[src/rtl/ic_xbar.sv]
// ic_xbar: NM-master x NS-slave crossbar for the req/gnt + recv/ack memory bus.
// Each slave arbitrates round-robin among idle masters that decode to it.
// Addresses that hit no slave are answered by a per-master error responder.
//
// state   | meaning
// M_IDLE  | master has nothing outstanding; its request may be granted
// M_WAIT  | master granted; response muxed from latched target until recv & ack
// S_FREE  | slave arbitrating; winner's payload drives s_*, s_req = 1
// S_OWNED | slave serving its owner; s_req = 0 until owner sees recv & ack
module ic_xbar #(
  parameter int                NM        = 2,
  parameter int                NS        = 3,
  parameter logic [NS*32-1:0]  MAP_MATCH = {NS{32'h0}},
  parameter logic [NS*32-1:0]  MAP_MASK  = {NS{32'hFFFF_FFFF}}
) (
  input  logic              g_clk,
  input  logic              g_resetn,
  input  logic [NM-1:0]     m_req,
  input  logic [NM-1:0]     m_wen,
  input  logic [4*NM-1:0]   m_strb,
  input  logic [32*NM-1:0]  m_wdata,
  input  logic [32*NM-1:0]  m_addr,
  output logic [NM-1:0]     m_gnt,
  output logic [NM-1:0]     m_recv,
  input  logic [NM-1:0]     m_ack,
  output logic [NM-1:0]     m_error,
  output logic [32*NM-1:0]  m_rdata,
  output logic [NS-1:0]     s_req,
  output logic [NS-1:0]     s_wen,
  output logic [4*NS-1:0]   s_strb,
  output logic [32*NS-1:0]  s_wdata,
  output logic [32*NS-1:0]  s_addr,
  input  logic [NS-1:0]     s_gnt,
  input  logic [NS-1:0]     s_recv,
  output logic [NS-1:0]     s_ack,
  input  logic [NS-1:0]     s_error,
  input  logic [32*NS-1:0]  s_rdata
);

  // Target index NS selects the internal error responder.
  localparam int TW = $clog2(NS + 1);
  localparam int PW = (NM > 1) ? $clog2(NM) : 1;
  localparam logic [TW-1:0] ERR_TGT = TW'(NS);

  typedef enum logic {M_IDLE, M_WAIT}  mst_state_e;
  typedef enum logic {S_FREE, S_OWNED} slv_state_e;

  logic [NM-1:0] req_v;
  logic [TW-1:0] dec_tgt [NM];

  mst_state_e    mst_q  [NM];
  mst_state_e    mst_d  [NM];
  logic [TW-1:0] tgt_q  [NM];
  logic [TW-1:0] tgt_d  [NM];

  slv_state_e    slv_q  [NS];
  slv_state_e    slv_d  [NS];
  logic [PW-1:0] own_q  [NS];
  logic [PW-1:0] own_d  [NS];
  logic [PW-1:0] ptr_q  [NS];
  logic [PW-1:0] ptr_d  [NS];
  logic          lock_q [NS];
  logic          lock_d [NS];
  logic [PW-1:0] lidx_q [NS];
  logic [PW-1:0] lidx_d [NS];

  logic          win_vld [NS];
  logic [PW-1:0] win_idx [NS];

  // Requests are masked during reset so no grant or s_req escapes in that cycle.
  assign req_v = m_req & {NM{g_resetn}};

  // Address decode: lowest-index hit wins, no hit selects the error responder.
  always_comb begin
    for (int m = 0; m < NM; m++) begin
      dec_tgt[m] = ERR_TGT;
      for (int s = NS - 1; s >= 0; s--) begin
        if ((m_addr[32*m +: 32] & MAP_MASK[32*s +: 32]) == MAP_MATCH[32*s +: 32])
          dec_tgt[m] = TW'(s);
      end
    end
  end

  // Per-slave arbitration, payload mux, ack forwarding and next-state.
  always_comb begin
    s_req   = '0;
    s_wen   = '0;
    s_strb  = '0;
    s_wdata = '0;
    s_addr  = '0;
    s_ack   = '0;
    for (int s = 0; s < NS; s++) begin
      int w;
      int j;
      w          = 0;
      j          = 0;
      win_vld[s] = 1'b0;
      win_idx[s] = '0;
      slv_d[s]   = slv_q[s];
      own_d[s]   = own_q[s];
      ptr_d[s]   = ptr_q[s];
      lock_d[s]  = lock_q[s];
      lidx_d[s]  = lidx_q[s];
      if (slv_q[s] == S_FREE) begin
        // A stalled request keeps its master selected; otherwise round-robin.
        if (lock_q[s] && req_v[lidx_q[s]] && mst_q[lidx_q[s]] == M_IDLE &&
            dec_tgt[lidx_q[s]] == TW'(s)) begin
          win_vld[s] = 1'b1;
          win_idx[s] = lidx_q[s];
        end else begin
          for (int k = NM - 1; k >= 0; k--) begin
            j = (int'(ptr_q[s]) + k) % NM;
            if (req_v[j] && mst_q[j] == M_IDLE && dec_tgt[j] == TW'(s)) begin
              win_vld[s] = 1'b1;
              win_idx[s] = PW'(j);
            end
          end
        end
        if (win_vld[s]) begin
          w                   = int'(win_idx[s]);
          s_req[s]            = 1'b1;
          s_wen[s]            = m_wen[w];
          s_strb[4*s +: 4]    = m_strb[4*w +: 4];
          s_wdata[32*s +: 32] = m_wdata[32*w +: 32];
          s_addr[32*s +: 32]  = m_addr[32*w +: 32];
          if (s_gnt[s]) begin
            slv_d[s]  = S_OWNED;
            own_d[s]  = win_idx[s];
            ptr_d[s]  = PW'((w + 1) % NM);
            lock_d[s] = 1'b0;
          end else begin
            lock_d[s] = 1'b1;
            lidx_d[s] = win_idx[s];
          end
        end else begin
          lock_d[s] = 1'b0;
        end
      end else begin
        lock_d[s] = 1'b0;
        s_ack[s]  = m_ack[own_q[s]];
        if (s_recv[s] && m_ack[own_q[s]])
          slv_d[s] = S_FREE;
      end
    end
  end

  // Per-master grant, response mux (slave or error responder) and next-state.
  always_comb begin
    m_gnt   = '0;
    m_recv  = '0;
    m_error = '0;
    m_rdata = '0;
    for (int m = 0; m < NM; m++) begin
      int  t;
      logic g;
      logic r;
      t        = 0;
      g        = 1'b0;
      r        = 1'b0;
      mst_d[m] = mst_q[m];
      tgt_d[m] = tgt_q[m];
      if (mst_q[m] == M_IDLE) begin
        if (req_v[m]) begin
          if (dec_tgt[m] == ERR_TGT) begin
            g = 1'b1;
          end else begin
            t = int'(dec_tgt[m]);
            g = win_vld[t] && (win_idx[t] == PW'(m)) && s_gnt[t];
          end
        end
        m_gnt[m] = g;
        if (g) begin
          mst_d[m] = M_WAIT;
          tgt_d[m] = dec_tgt[m];
        end
      end else begin
        if (tgt_q[m] == ERR_TGT) begin
          r          = 1'b1;
          m_error[m] = 1'b1;
        end else begin
          t                   = int'(tgt_q[m]);
          r                   = s_recv[t];
          m_error[m]          = s_error[t];
          m_rdata[32*m +: 32] = s_rdata[32*t +: 32];
        end
        m_recv[m] = r;
        if (r && m_ack[m])
          mst_d[m] = M_IDLE;
      end
    end
  end

  // State registers with synchronous active-low reset.
  always_ff @(posedge g_clk) begin
    if (!g_resetn) begin
      for (int m = 0; m < NM; m++) begin
        mst_q[m] <= M_IDLE;
        tgt_q[m] <= '0;
      end
      for (int s = 0; s < NS; s++) begin
        slv_q[s]  <= S_FREE;
        own_q[s]  <= '0;
        ptr_q[s]  <= '0;
        lock_q[s] <= 1'b0;
        lidx_q[s] <= '0;
      end
    end else begin
      for (int m = 0; m < NM; m++) begin
        mst_q[m] <= mst_d[m];
        tgt_q[m] <= tgt_d[m];
      end
      for (int s = 0; s < NS; s++) begin
        slv_q[s]  <= slv_d[s];
        own_q[s]  <= own_d[s];
        ptr_q[s]  <= ptr_d[s];
        lock_q[s] <= lock_d[s];
        lidx_q[s] <= lidx_d[s];
      end
    end
  end

endmodule

[config.mk]
export PLATFORM = sky130hd
export DESIGN_NAME = ic_xbar
export DESIGN_NICKNAME = d
export VERILOG_FILES = /design/src/rtl/ic_xbar.sv
export SDC_FILE = /design/constraint.sdc
export NUM_CORES = 1
export LEC_CHECK = 0
export BUFFER_PORTS_ARGS = -buffer_cell sky130_fd_sc_hd__buf_2
export CORE_AREA = 2 2 204 206
export DETAILED_ROUTE_END_ITERATION = 8
export DIE_AREA = 0 0 206 208
export GPL_ROUTABILITY_DRIVEN = 0
export GPL_TIMING_DRIVEN = 1
export SYNTH_ARGS = -nofsm -noshare
export SYNTH_HDL_FRONTEND = slang
export SYNTH_SLANG_ARGS = --single-unit
[constraint.sdc]
create_clock -name g_clk -period 3.37 [get_ports g_clk]
set_input_delay 0.674 -clock g_clk [delete_from_list [all_inputs] [get_ports g_clk]]
set_output_delay 0.674 -clock g_clk [all_outputs]
set_load 0.01 [all_outputs]
==> results.txt, run 1 <==
The flow ran to the end, and the final reports show no timing, DRC or antenna violations. The post-synthesis cell area was 3070 sq um; the vertical die dimension was 208 microns. The number of buffers inserted for hold repair after clock tree synthesis was 0. The tools report the element type at the critical path end as a primary output.

The highest attainable clock frequency came out at 0.310 GHz. For the placed wire-length estimate, the log shows 12.9 mm. In this run the power density over the cells is 149 nW/um^2. After filler insertion, the fill cell instance count of the layout stands at 4768. The tree is rooted in a sky130_fd_sc_hd__clkbuf_16. Data arrives at the worst endpoint at 2550 ps. The number of antenna violations at the first check in global routing was 3.

Wires add up to 14.4 mm. Synthesis produced 464 cells. The tools report the total setup violations reported at the end of the flow as 0. The peak supply drop was 0.138 mV. The proportion of layout cells with a drive suffix above 1 is 43.6%. Class of the tightest hold or removal check: reg -> reg. For this block, the via count after detailed routing is 3737. The maximum level of the CTS H-tree is 1. The longest clock path from root to sink contains 2 buffers. The most instantiated flip-flop cell in the synthesis netlist was sky130_fd_sc_hd__dfxtp_1. Setup total negative slack on the finished layout was measured at 0 ps. The run gives 19.8% as the sequential cell fraction of total power.

532 I/O pins were placed. The final count of hold timing violations came out at 0. The area of the die is 42800 sq um. For the pin with the worst max-slew slack, the measured transition is 513 ps.

The floorplan has 74 rows. In the final layout, flip-flops and latches occupy 221 sq um. The static leakage power is 2.56 nW. The synthesized area divided by synthesized cell count was 6.61 sq um; the maximum net fanout on the critical path was 27. The die is 206 microns wide.

The multi-input combinational cells in the finished layout cover a total of 2090 sq um. The final net count is 1003. Setup repair after global routing left no endpoint under its margin.

The run gives 0.284 mW as the net switching power. In the global route stage, overall resource usage came out at 5.97%. TritonCTS built the clock tree. The power share of the clock group was 33.0%.

STA classifies the critical path startpoint as an input pin. The number of port buffers was 291; the first-pass GRT wire length was 18.9 mm. The worst path uses 95.8% of the clock period. Dividing the detail-routed via count by the number of cells gives 2.91. Combinational logic burns 47.2% of the power. The total area inside the core boundary comes to 40600 sq um. The async set-or-reset flop fraction in the synthesized netlist is 0%, and the number of enable-type register cells in the synthesized netlist is 0. The switching share of total power is 40.0%. Data on the critical path is required at its endpoint by 2700 ps. The count of nets left with antenna violations once routing finished came out at 0. For this run the aggregate overflow at the end of global routing stands at 0. The number of antenna repair diodes is 0. The worst path needs 3230 ps of the cycle, external delays included. The initial standard-cell utilization of the core is 7.57%. The count of pins over their slew limit is 0, and the number of placed instances with taps included is 1280. After clock tree synthesis, the clock-pin slew on the worst setup and hold paths is 50 ps. After the first detailed-routing iteration, the DRC count stood at 91.

TritonCTS created 3 clock buffers. The number of standard cells in the layout, taps in and fillers out was 1285; the setup clock skew after layout was 1.11 ps. The completed layout was analyzed and its total power is 0.710 mW. In the final routed layout, each cell accounts on average for 11.2 microns. The count of cell types in the netlist is 32, and the insertion delay to the later sink of the worst-skew pair is 250 ps.

The clock net sink count is 11, and the count of max-cap constraint violations is 0. Before antenna repair, the detailed router went through 4 iterations. The run gives 0 as the residual DRC count. The internal portion of the total power is 0.426 mW. The warning count from the yosys run was 0; the sequential fraction of the synthesis area was 7.17%. The number of global-route vias before repair was 3166; the area growth from synthesis to layout was 54.9%. The setup path with the least slack is of type in -> out. Synthesis inferred 11 register bits. The max-slew headroom at the worst pin is 65.8%.

Entering global routing, the biggest net connects 42 pins.
-- metrics by stage --
stage                     cell area [sq um]  setup WS [ps]  hold WS, ps  utilization, %
final                                  4750            142          434            11.7
after global routing                   4750           16.1          479            11.7
after CTS                              4750           98.6          439            11.7
after detailed placement               4660           -142          431            11.5
after global placement                 4660           -141          425            11.5
after floorplan                        3710            551          417               -
-- area by class of cell --
type	instances	share of cell area, %
Timing Repair Buffer	314	35.6
Clock buffer	3	1.58
Inverter	2	0.158
Multi-Input combinational cell	422	43.9
Sequential cell	11	4.66
Tap cell	532	14.0
Clock inverter	1	0.105
-- cells in the final DEF, fill, tap and decap left out, types with 5 or more instances in the layout --
cell type,Yosys,routed
sky130_fd_sc_hd__o21ai_0,5,5
sky130_fd_sc_hd__nand3_1,77,77
sky130_fd_sc_hd__a21oi_1,43,43
sky130_fd_sc_hd__buf_2,4,291
sky130_fd_sc_hd__nor4_1,16,15
sky130_fd_sc_hd__and2_1,66,66
sky130_fd_sc_hd__nand2_1,5,5
sky130_fd_sc_hd__buf_12,0,5
sky130_fd_sc_hd__conb_1,1,172
sky130_fd_sc_hd__buf_4,172,18
sky130_fd_sc_hd__dfxtp_1,11,10
sky130_fd_sc_hd__nor2_1,5,5
-- sequential cells by signal, summed over array words and instances, names as in the netlist --
name,flops
lidx_q,1
own_q,1
ptr_q,1
mst_q,2
slv_q,3
lock_q,1
tgt_q,2
-- cell usage after synthesis, types with 2 or more instances --
cell type                  count  area share, %
sky130_fd_sc_hd__o31ai_1       2           0.49
sky130_fd_sc_hd__o21ai_0       5           0.82
sky130_fd_sc_hd__and2_1       66             13
sky130_fd_sc_hd__clkbuf_1     22            2.7
sky130_fd_sc_hd__a21oi_1      43            7.0
sky130_fd_sc_hd__nand4_1       4           0.82
sky130_fd_sc_hd__or2_2         2           0.41
sky130_fd_sc_hd__nor2_1        5           0.61
sky130_fd_sc_hd__nand2_1       5           0.61
sky130_fd_sc_hd__buf_4       172             42
sky130_fd_sc_hd__dfxtp_1      11            7.2
sky130_fd_sc_hd__nand2b_1      2           0.41
sky130_fd_sc_hd__nand3_1      77             13
sky130_fd_sc_hd__buf_6         2           0.73
sky130_fd_sc_hd__nor4_1       16            3.3
sky130_fd_sc_hd__nand3b_1      4           0.98
sky130_fd_sc_hd__nor2b_1       4           0.82
sky130_fd_sc_hd__buf_2         4           0.65
sky130_fd_sc_hd__inv_1         2           0.24
sky130_fd_sc_hd__o21a_1        4           0.98
-- worst paths after layout --
check	start	end	slack, ps	cells after the start
hold reg to reg	slv_q[0][2]	slv_q[0][2]	430	2
setup / recovery	m_addr[3]	s_wdata[16]	140	9
hold / removal	slv_q[0][2]	slv_q[0][2]	430	2
setup reg to reg	mst_q[1]	tgt_q[0][2]	1580	7
-- power by group through the flow --
stage	sequential [mW]	clock, mW	combinational, mW
5_1_grt	0.142	0.251	0.372
2_1_floorplan	0.142	0	0.310
6_report	0.141	0.234	0.335
3_3_place_gp	0.143	0	0.330
3_5_place_dp	0.143	0	0.331
4_1_cts	0.141	0.246	0.333
-- critical path, cell delays in order --
cell and delay [ps]:
sky130_fd_sc_hd__buf_2 100, sky130_fd_sc_hd__nor4_1 290, sky130_fd_sc_hd__nand4_1 140, sky130_fd_sc_hd__buf_4 180, sky130_fd_sc_hd__or4_4 550, sky130_fd_sc_hd__buf_12 190
sky130_fd_sc_hd__nand3_1 160, sky130_fd_sc_hd__a21oi_1 80, sky130_fd_sc_hd__buf_2 160
-- metal layers --
layer / vias up / global-route usage [%] / share of wire [%]
met1: 1652 / 5.80 / 33
met2: 284 / 12.9 / 57
met3: 8 / 1.17 / 10
met4: 2 / 0.394 / 0.30
li1: 1791 / - / -
met5: - / 0 / 0.055
-- repair_timing --
item / CTS / global route
setup buffers: 1 / 0
endpoints found under the setup margin: 37 / 0
hold endpoints to repair: 0 / 0
gates resized for setup: 2 / 0
-- logic make-up after synthesis --
kind of cell    share of synthesized area (%)
mux                                     0.693
compound gates                           10.2
flops                                    7.17
simple gates                             35.4
other cells                             0.122
buf+inv                                  46.4
No activity file was read; power rests on OpenSTA's default activity.
==> inputs of run 2 (changes only) <==
Settings changed: CTS_BUF_LIST from default to sky130_fd_sc_hd__clkbuf_4 sky130_fd_sc_hd__clkbuf_8.
==> run 2 against run 1 <==
  * Utilization shrank 0.083 points
  * Flip-flop and latch count is the same
  * Cell count is the same
  * Non-clock buffer count is the same
  * Register-to-register slack is essentially flat
  * Maximum frequency is essentially flat
  * Die area is the same
  * Highest routed layer unchanged
  * Clock-buffer cell count is the same
  * Global-route usage is essentially flat
  * Sequential share of layout area is essentially flat
  * Critical path type unchanged
  * Wire length is essentially flat
==> results.txt, run 2 (synthesis results as in run 1) <==
The worst setup path is captured at a primary output. The transition time of the tightest slew-check pin was 513 ps (-0.0144 ps); the number of port buffers was 291 (unchanged). Setup repair after global routing left no endpoint under its margin. The cell depth of the worst hold path works out to 2 (unchanged). The number of top-level design ports is 532 (unchanged).

The number of antenna violations at the first check in global routing came out at 3 (unchanged). The run gives 0 (unchanged) as the number of antenna repair diodes. The period utilization is 95.7% (about the same). The routed length per placed instance was 11.2 microns (about the same). The tree is rooted in a sky130_fd_sc_hd__clkbuf_8. For the overall routed net length, the log shows 14.5 mm (about the same).

The final worst slack was 143 ps (+1.37 ps). For the count of fill cells added during filler insertion, the log shows 4771 (+0.063%). By startpoint and endpoint, the worst setup path is classified as in -> out. For the first-pass GRT wire length, the log shows 18.9 mm (about the same). The worst-case clock buffer depth was 2 (unchanged). Setup clock skew after layout: 2.09 ps (+0.977 ps). Number of buffers inserted during clock tree synthesis: 3 (unchanged). The run finished with clean final reports. The vertical die dimension was 208 microns (unchanged); the routed via count divided by cell count was 2.91 (about the same). The number of cells traversed by the worst register-to-register path came out at 7 (unchanged). The run gives 7.57% (unchanged) as the initial standard-cell utilization of the core.

The total internal power was 0.349 mW (-18%). The run gives 0 (unchanged) as the final count of hold timing violations. The total routing usage reported by global routing came out at 5.98% (+0.0098 points). The number of flip-flops under the largest register name works out to 3 (unchanged). The tools report the area of the die as 42800 sq um (unchanged). The count of max-cap constraint violations was 0 (unchanged); the highest attainable clock frequency was 0.310 GHz (about the same). The violation count after the first detailed-route iteration was 92 (+1.1%).

The maximum level of the CTS H-tree was 1 (unchanged). The via count of the routed design came out at 3734 (-0.080%). The max-slew headroom at the worst pin was 65.8% (about the same). Sequential cell area in the final layout: 221 sq um (unchanged).

Critical path data required time: 2700 ps (about the same). In the final layout, the registers with the most flip-flops are slv_q: 3 flops, mst_q: 2 flops, tgt_q: 2 flops. Final net count: 1003 (unchanged). The peak supply drop is 0.0981 mV (-29%), and the maximum net fanout on the critical path is 27 (unchanged). The count of pins over their slew limit is 0 (unchanged).

The insertion delay to the later sink of the worst-skew pair came out at 250 ps (about the same). In the layout the commonest cells are sky130_fd_sc_hd__buf_2 (291), sky130_fd_sc_hd__conb_1 (172), sky130_fd_sc_hd__nand3_1 (77). For the pin count of the biggest net entering global routing, the log shows 42 (unchanged). The proportion of layout cells with a drive suffix above 1 works out to 43.6% (unchanged). The logs give 53.5% (+6.3 points) for the combinational cell fraction of total power and 1570 ps (about the same) for the setup slack of the worst register-to-register path. The logs give 74 (unchanged) for the row count and 0 (unchanged) for the count of antenna-violating nets left after detailed routing. The power share of the clock group was 24.0% (-9.0 points); the area growth from synthesis to layout was 53.8%. The most common cell after layout, fill and taps aside is sky130_fd_sc_hd__buf_2.

Sequential cell fraction of total power: 22.5% (+2.7 points). The run gives 4 (unchanged) as the first-pass detailed-route iteration total. The switching share of total power was 44.3% (+4.2 points).

Register with the most flip-flops: slv_q. The placeable core region was 40600 sq um (unchanged). The clock net sink count came out at 11 (unchanged).

The tools report the minimum setup slack after placement as -142 ps (unchanged). The worst hold path belongs to the class reg -> reg. Area of combinational cells with multiple inputs: 2090 sq um (unchanged). The tools report the arrival time of the worst setup path as 2550 ps (about the same). The clock period minus final worst setup slack is 3230 ps (-1.37 ps). The tools report the launching element type of the critical path as an input pin. The residual DRC count was 0 (unchanged). The floorplan die width was 206 microns (unchanged).

The net switching power was 0.277 mW (-2.5%). The clock-pin slew on the worst setup and hold paths came out at 60 ps (about the same). The logs give 3166 (unchanged) for the number of global-route vias before repair and 0 (unchanged) for the total setup violations reported at the end of the flow. TritonCTS built the clock tree. The placed wire-length estimate is 12.9 mm (unchanged). The ratio of total power to cell area is 133 nW/um^2 (-11%). The final core area utilization came out at 11.6% (-0.083 points). The logs give 0 (unchanged) for the global-route congestion overflow total and 2.55 nW (-0.60%) for the static leakage power.
[run 2: cell counts in the layout (fill, tap and decap cells not counted)]
No cell type changed its count.
[run 2: through the flow]
| stage | TNS (ps) | hold slack [ps] | area [sq um] | cells | power (mW) |
|---|---|---|---|---|---|
| global placement | -2300 | 425 | 4660 | 1280 | 0.473 |
| floorplan | 0 | 417 | 3710 | 635 | 0.451 |
| finish | 0 | 436 | 4720 | 1285 | 0.626 |
| global route | 0 | 481 | 4720 | 1285 | 0.681 |
| detailed placement | -2300 | 431 | 4660 | 1280 | 0.474 |
| CTS | 0 | 442 | 4720 | 1285 | 0.635 |
[run 2: per-layer routing]
layer / GRT usage (%) / wire length, microns / vias up
li1: - / - / 1791
met1: 5.81 / 4760 / 1651
met2: 12.9 / 8180 / 282
met3: 1.17 / 1460 / 8
met4: 0.468 / 50 / 2
met5: 0 / 8 / -
[run 2: power groups by stage]
stage | combinational, mW | sequential, mW | clock [mW]
3_5_place_dp | 0.331 | 0.143 | 0
6_report | 0.335 | 0.141 | 0.150
3_3_place_gp | 0.330 | 0.143 | 0
4_1_cts | 0.333 | 0.140 | 0.162
5_1_grt | 0.372 | 0.142 | 0.168
2_1_floorplan | 0.310 | 0.142 | 0
[run 2: what timing repair did]
item	4_1_cts	5_1_grt
gates resized for setup	2	0
setup buffers	1	0
hold buffers	0	0
setup endpoints to repair	37	0
[run 2: layout make-up]
cell class | count | share of cell area [%]
clock buffer | 3 | 0.875
clock inverter | 1 | 0.106
inverter | 2 | 0.159
multi-input combinational | 422 | 44.2
sequential | 11 | 4.69
tap | 532 | 14.1
timing repair buffer | 314 | 35.8
[run 2: critical path, cell delays in order]
cell and delay [ps]:
sky130_fd_sc_hd__buf_2 100, sky130_fd_sc_hd__nor4_1 290, sky130_fd_sc_hd__nand4_1 140, sky130_fd_sc_hd__buf_4 180, sky130_fd_sc_hd__or4_4 550, sky130_fd_sc_hd__buf_12 190, sky130_fd_sc_hd__nand3_1 160, sky130_fd_sc_hd__a21oi_1 80
sky130_fd_sc_hd__buf_2 160
[run 2: path summary, 6_finish.rpt]
check	start	endpoint
setup / recovery	m_addr[3]	s_wdata[16]
hold / removal	slv_q[0][2]	slv_q[0][2]
hold reg to reg	slv_q[0][2]	slv_q[0][2]
setup reg to reg	mst_q[1]	tgt_q[0][2]
==> inputs of run 3 (changes only) <==
Settings changed: CELL_PAD_IN_SITES_DETAIL_PLACEMENT from default to 1, CELL_PAD_IN_SITES_GLOBAL_PLACEMENT from default to 1, CORE_AREA 2 2 204 206 to 2 2 207 209, DIE_AREA 0 0 206 208 to 0 0 209 211, PLACE_DENSITY_LB_ADDON from default to 0.1.
==> run 3 against run 2 <==
  * Via count increased by 1.4%
  * Clock skew about the same
  * Die area increased by 2.9%
  * Clock-buffer cell count unchanged
  * Worst hold slack improved by 3.8 ps
  * Wire length increased by 24%
  * Critical path type unchanged
  * Highest routed layer unchanged
==> results.txt, run 3 (synthesis results as in run 1) <==
The run finished with clean final reports. The logs give 0 (unchanged) for the count of pins over their slew limit and 1007 (+0.40%) for the final net count. The tools report the number of standard cells in the layout, taps in and fillers out as 1296 (+0.86%). For the combinational cell fraction of total power, the log shows 53.3% (-0.2 points). The run gives 0 (unchanged) as the count of antenna-violating nets left after detailed routing.

The path class of the tightest hold or removal check is reg -> reg. The pin count of the biggest net entering global routing came out at 40 (-4.8%). The proportion of layout cells with a drive suffix above 1 is 44.6% (+1.1 points).

The count of fill cells added during filler insertion was 5185 (+8.7%). The register with the most flip-flops was slv_q. The critical path goes through buf_2 -> nor4_1 -> nand4_1 -> or4b_4 -> buf_12 -> nand3_1 -> nand2_1 -> buf_2.

The number of buffers inserted during clock tree synthesis came out at 3 (unchanged). In this run the worst setup path begins at m_addr[43]. Leaving out fill and tap cells, the most frequent cell in the layout is sky130_fd_sc_hd__buf_2. The largest registers in the layout are slv_q: 3 flops, mst_q: 2 flops, tgt_q: 2 flops. The number of flip-flops under the largest register name was 3 (unchanged). The number of antenna violations at the first check in global routing was 3 (unchanged); the placeable core region was 41800 sq um (+3.0%). Longest individual stage delay on the worst path: 600 ps (+50 ps).

The largest individual stage delay along the critical path comes from the cell sky130_fd_sc_hd__or4b_4. The clock-pin slew on the worst setup and hold paths was 60 ps (about the same). For the net switching power, the log shows 0.286 mW (+3.1%).

Violation count after the first detailed-route iteration: 93 (+1.1%). The logs give 4680 sq um (+0.51%) for the post-detailed-placement cell area and 0.351 mW (+0.53%) for the total internal power. The worst-case clock buffer depth is 2 (unchanged), and the maximum net fanout on the critical path is 39 (+44%). Routed length per placed instance: 13.8 microns (+23%).

The number of top-level design ports is 532 (unchanged). The row count came out at 75 (+1.4%). The placed wire-length estimate was 15.0 mm (+16%). Static leakage power: 2.58 nW (+1.2%). The launching element type of the critical path was an input pin. For the peak supply drop, the log shows 0.0815 mV (-17%).

For the total routing usage reported by global routing, the log shows 7.27% (+1.3 points). For the area of the die, the log shows 44100 sq um (+2.9%). For the setup clock skew after layout, the log shows 1.64 ps (-0.444 ps).

The floorplan die width was 209 microns (+1.5%). The tools report the clock root buffer as sky130_fd_sc_hd__clkbuf_8. For the residual DRC count, the log shows 0 (unchanged). The vertical die dimension works out to 211 microns (+1.4%). By startpoint and endpoint, the worst setup path is classified as in -> out. The period utilization is 96.3% (+0.55 points), and the clock period minus final worst setup slack is 3250 ps (+18.6 ps). For the total setup violations reported at the end of the flow, the log shows 0 (unchanged). Setup repair after global routing could not meet its margin everywhere.

The reg-to-reg critical path endpoint was tgt_q[0][2]. Element type at the critical path end: a primary output. For the first-pass detailed-route iteration total, the log shows 4 (unchanged). The power share of the clock group was 24.4% (+0.4 points); the ratio of total power to cell area was 133 nW/um^2 (about the same).

The maximum level of the CTS H-tree is 1 (unchanged), and the switching share of total power is 44.9% (+0.63 points). The logs give 1290 (+0.78%) for the number of placed instances with taps included and 0 (unchanged) for the final count of hold timing violations. The cell depth of the worst hold path works out to 2 (unchanged). The worst hold path begins at slv_q[0][1]. TritonCTS built the clock tree. For the setup slack of the worst register-to-register path, the log shows 1580 ps (about the same). The tools report the critical path data required time as 2700 ps (about the same).

The worst min-delay path endpoint is slv_q[0][1]. The sum of negative setup slack was 0 ps (unchanged); the number of cells traversed by the worst register-to-register path was 7 (unchanged). The number of buffers inserted for hold repair after clock tree synthesis is 0 (unchanged).

Count of max-cap constraint violations: 0 (unchanged). For the insertion delay to the later sink of the worst-skew pair, the log shows 260 ps (about the same). The number of global-route vias before repair is 3732 (+18%), and the number of antenna repair diodes is 0 (unchanged). Highest attainable clock frequency: 0.308 GHz (-0.57%). The finished layout cell area is 4800 sq um (+1.6%). The number of port buffers was 291 (unchanged); the first-pass GRT wire length was 23.7 mm (+26%). The global-route congestion overflow total was 0 (unchanged).

The most prevalent standard cell on the critical path was sky130_fd_sc_hd__buf_2. The routed via count divided by cell count came out at 2.92 (+0.56%). The via count of the routed design was 3787 (+1.4%); the area growth from synthesis to layout was 56.3%. The initial standard-cell utilization of the core is 7.35% (-0.22 points), and the sequential cell fraction of total power is 22.2% (-0.3 points). The overall routed net length was 17.9 mm (+24%); the arrival time of the worst setup path was 2570 ps (+20 ps). The run gives 11 (unchanged) as the clock net sink count. The launch point of the worst reg-to-reg path is mst_q[1]. In the layout the commonest cells are sky130_fd_sc_hd__buf_2 (291), sky130_fd_sc_hd__conb_1 (172), sky130_fd_sc_hd__nand3_1 (77).
==> run 3: worst max-delay path by stage <==
stage | end | cells past startpoint
final | m_gnt[0] | 8
after global routing | s_wdata[24] | 10
after CTS | s_wdata[0] | 10
after detailed placement | s_wdata[10] | 8
after global placement | s_wdata[10] | 8
after floorplan | s_wdata[22] | 7
==> run 3: cell type report <==
cell class | count | area, sq um | share of cell area, %
repair buffers | 318 | 1730 | 36.1
well taps | 539 | 674 | 14.1
clock buffers | 3 | 41.3 | 0.860
clock inverters | 1 | 5.00 | 0.104
flip-flops and latches | 11 | 221 | 4.62
multi-input cells | 422 | 2120 | 44.1
inverters | 2 | 7.51 | 0.156
==> run 3: per-stage QoR <==
| stage | hold WS [ps] | setup WS, ps | util (%) | total power [mW] |
|---|---|---|---|---|
| 6_report | 439 | 125 | 11.5 | 0.636 |
| 4_1_cts | 444 | 5.43 | 11.3 | 0.652 |
| 3_3_place_gp | 438 | -115 | 11.2 | 0.486 |
| 3_5_place_dp | 433 | -73.1 | 11.2 | 0.484 |
| 5_1_grt | 475 | -1.66 | 11.5 | 0.695 |
| 2_1_floorplan | 417 | 551 | - | 0.451 |
==> run 3: metal layers <==
layer / global-route usage, % / share of wire [%] / vias up
met5: 0 / 0.15 / -
met2: 14.8 / 55 / 258
met3: 2.26 / 8.9 / 11
met1: 7.18 / 35 / 1711
li1: - / - / 1803
met4: 1.26 / 0.70 / 4
==> run 3: worst max-delay path, delay by kind of cell <==
family | cells | cell delay (ps)
buf+inv | 3 | 470
simple gates | 5 | 1430
==> run 3: timing repair <==
| item | 4_1_cts | 5_1_grt |
|---|---|---|
| pin swaps | 2 | 4 |
| hold endpoints to repair | 0 | 0 |
| setup buffers | 0 | 1 |
| endpoints found under the setup margin | 31 | 29 |
| gates resized for setup | 1 | 6 |
| cloned | 0 | 1 |
==> run 3: power groups by stage <==
stage,clock network (mW),registers (mW),logic (mW)
finish,0.155,0.142,0.339
CTS,0.170,0.142,0.340
detailed placement,0,0.145,0.339
global route,0.175,0.143,0.378
floorplan,0,0.142,0.310
global placement,0,0.145,0.341
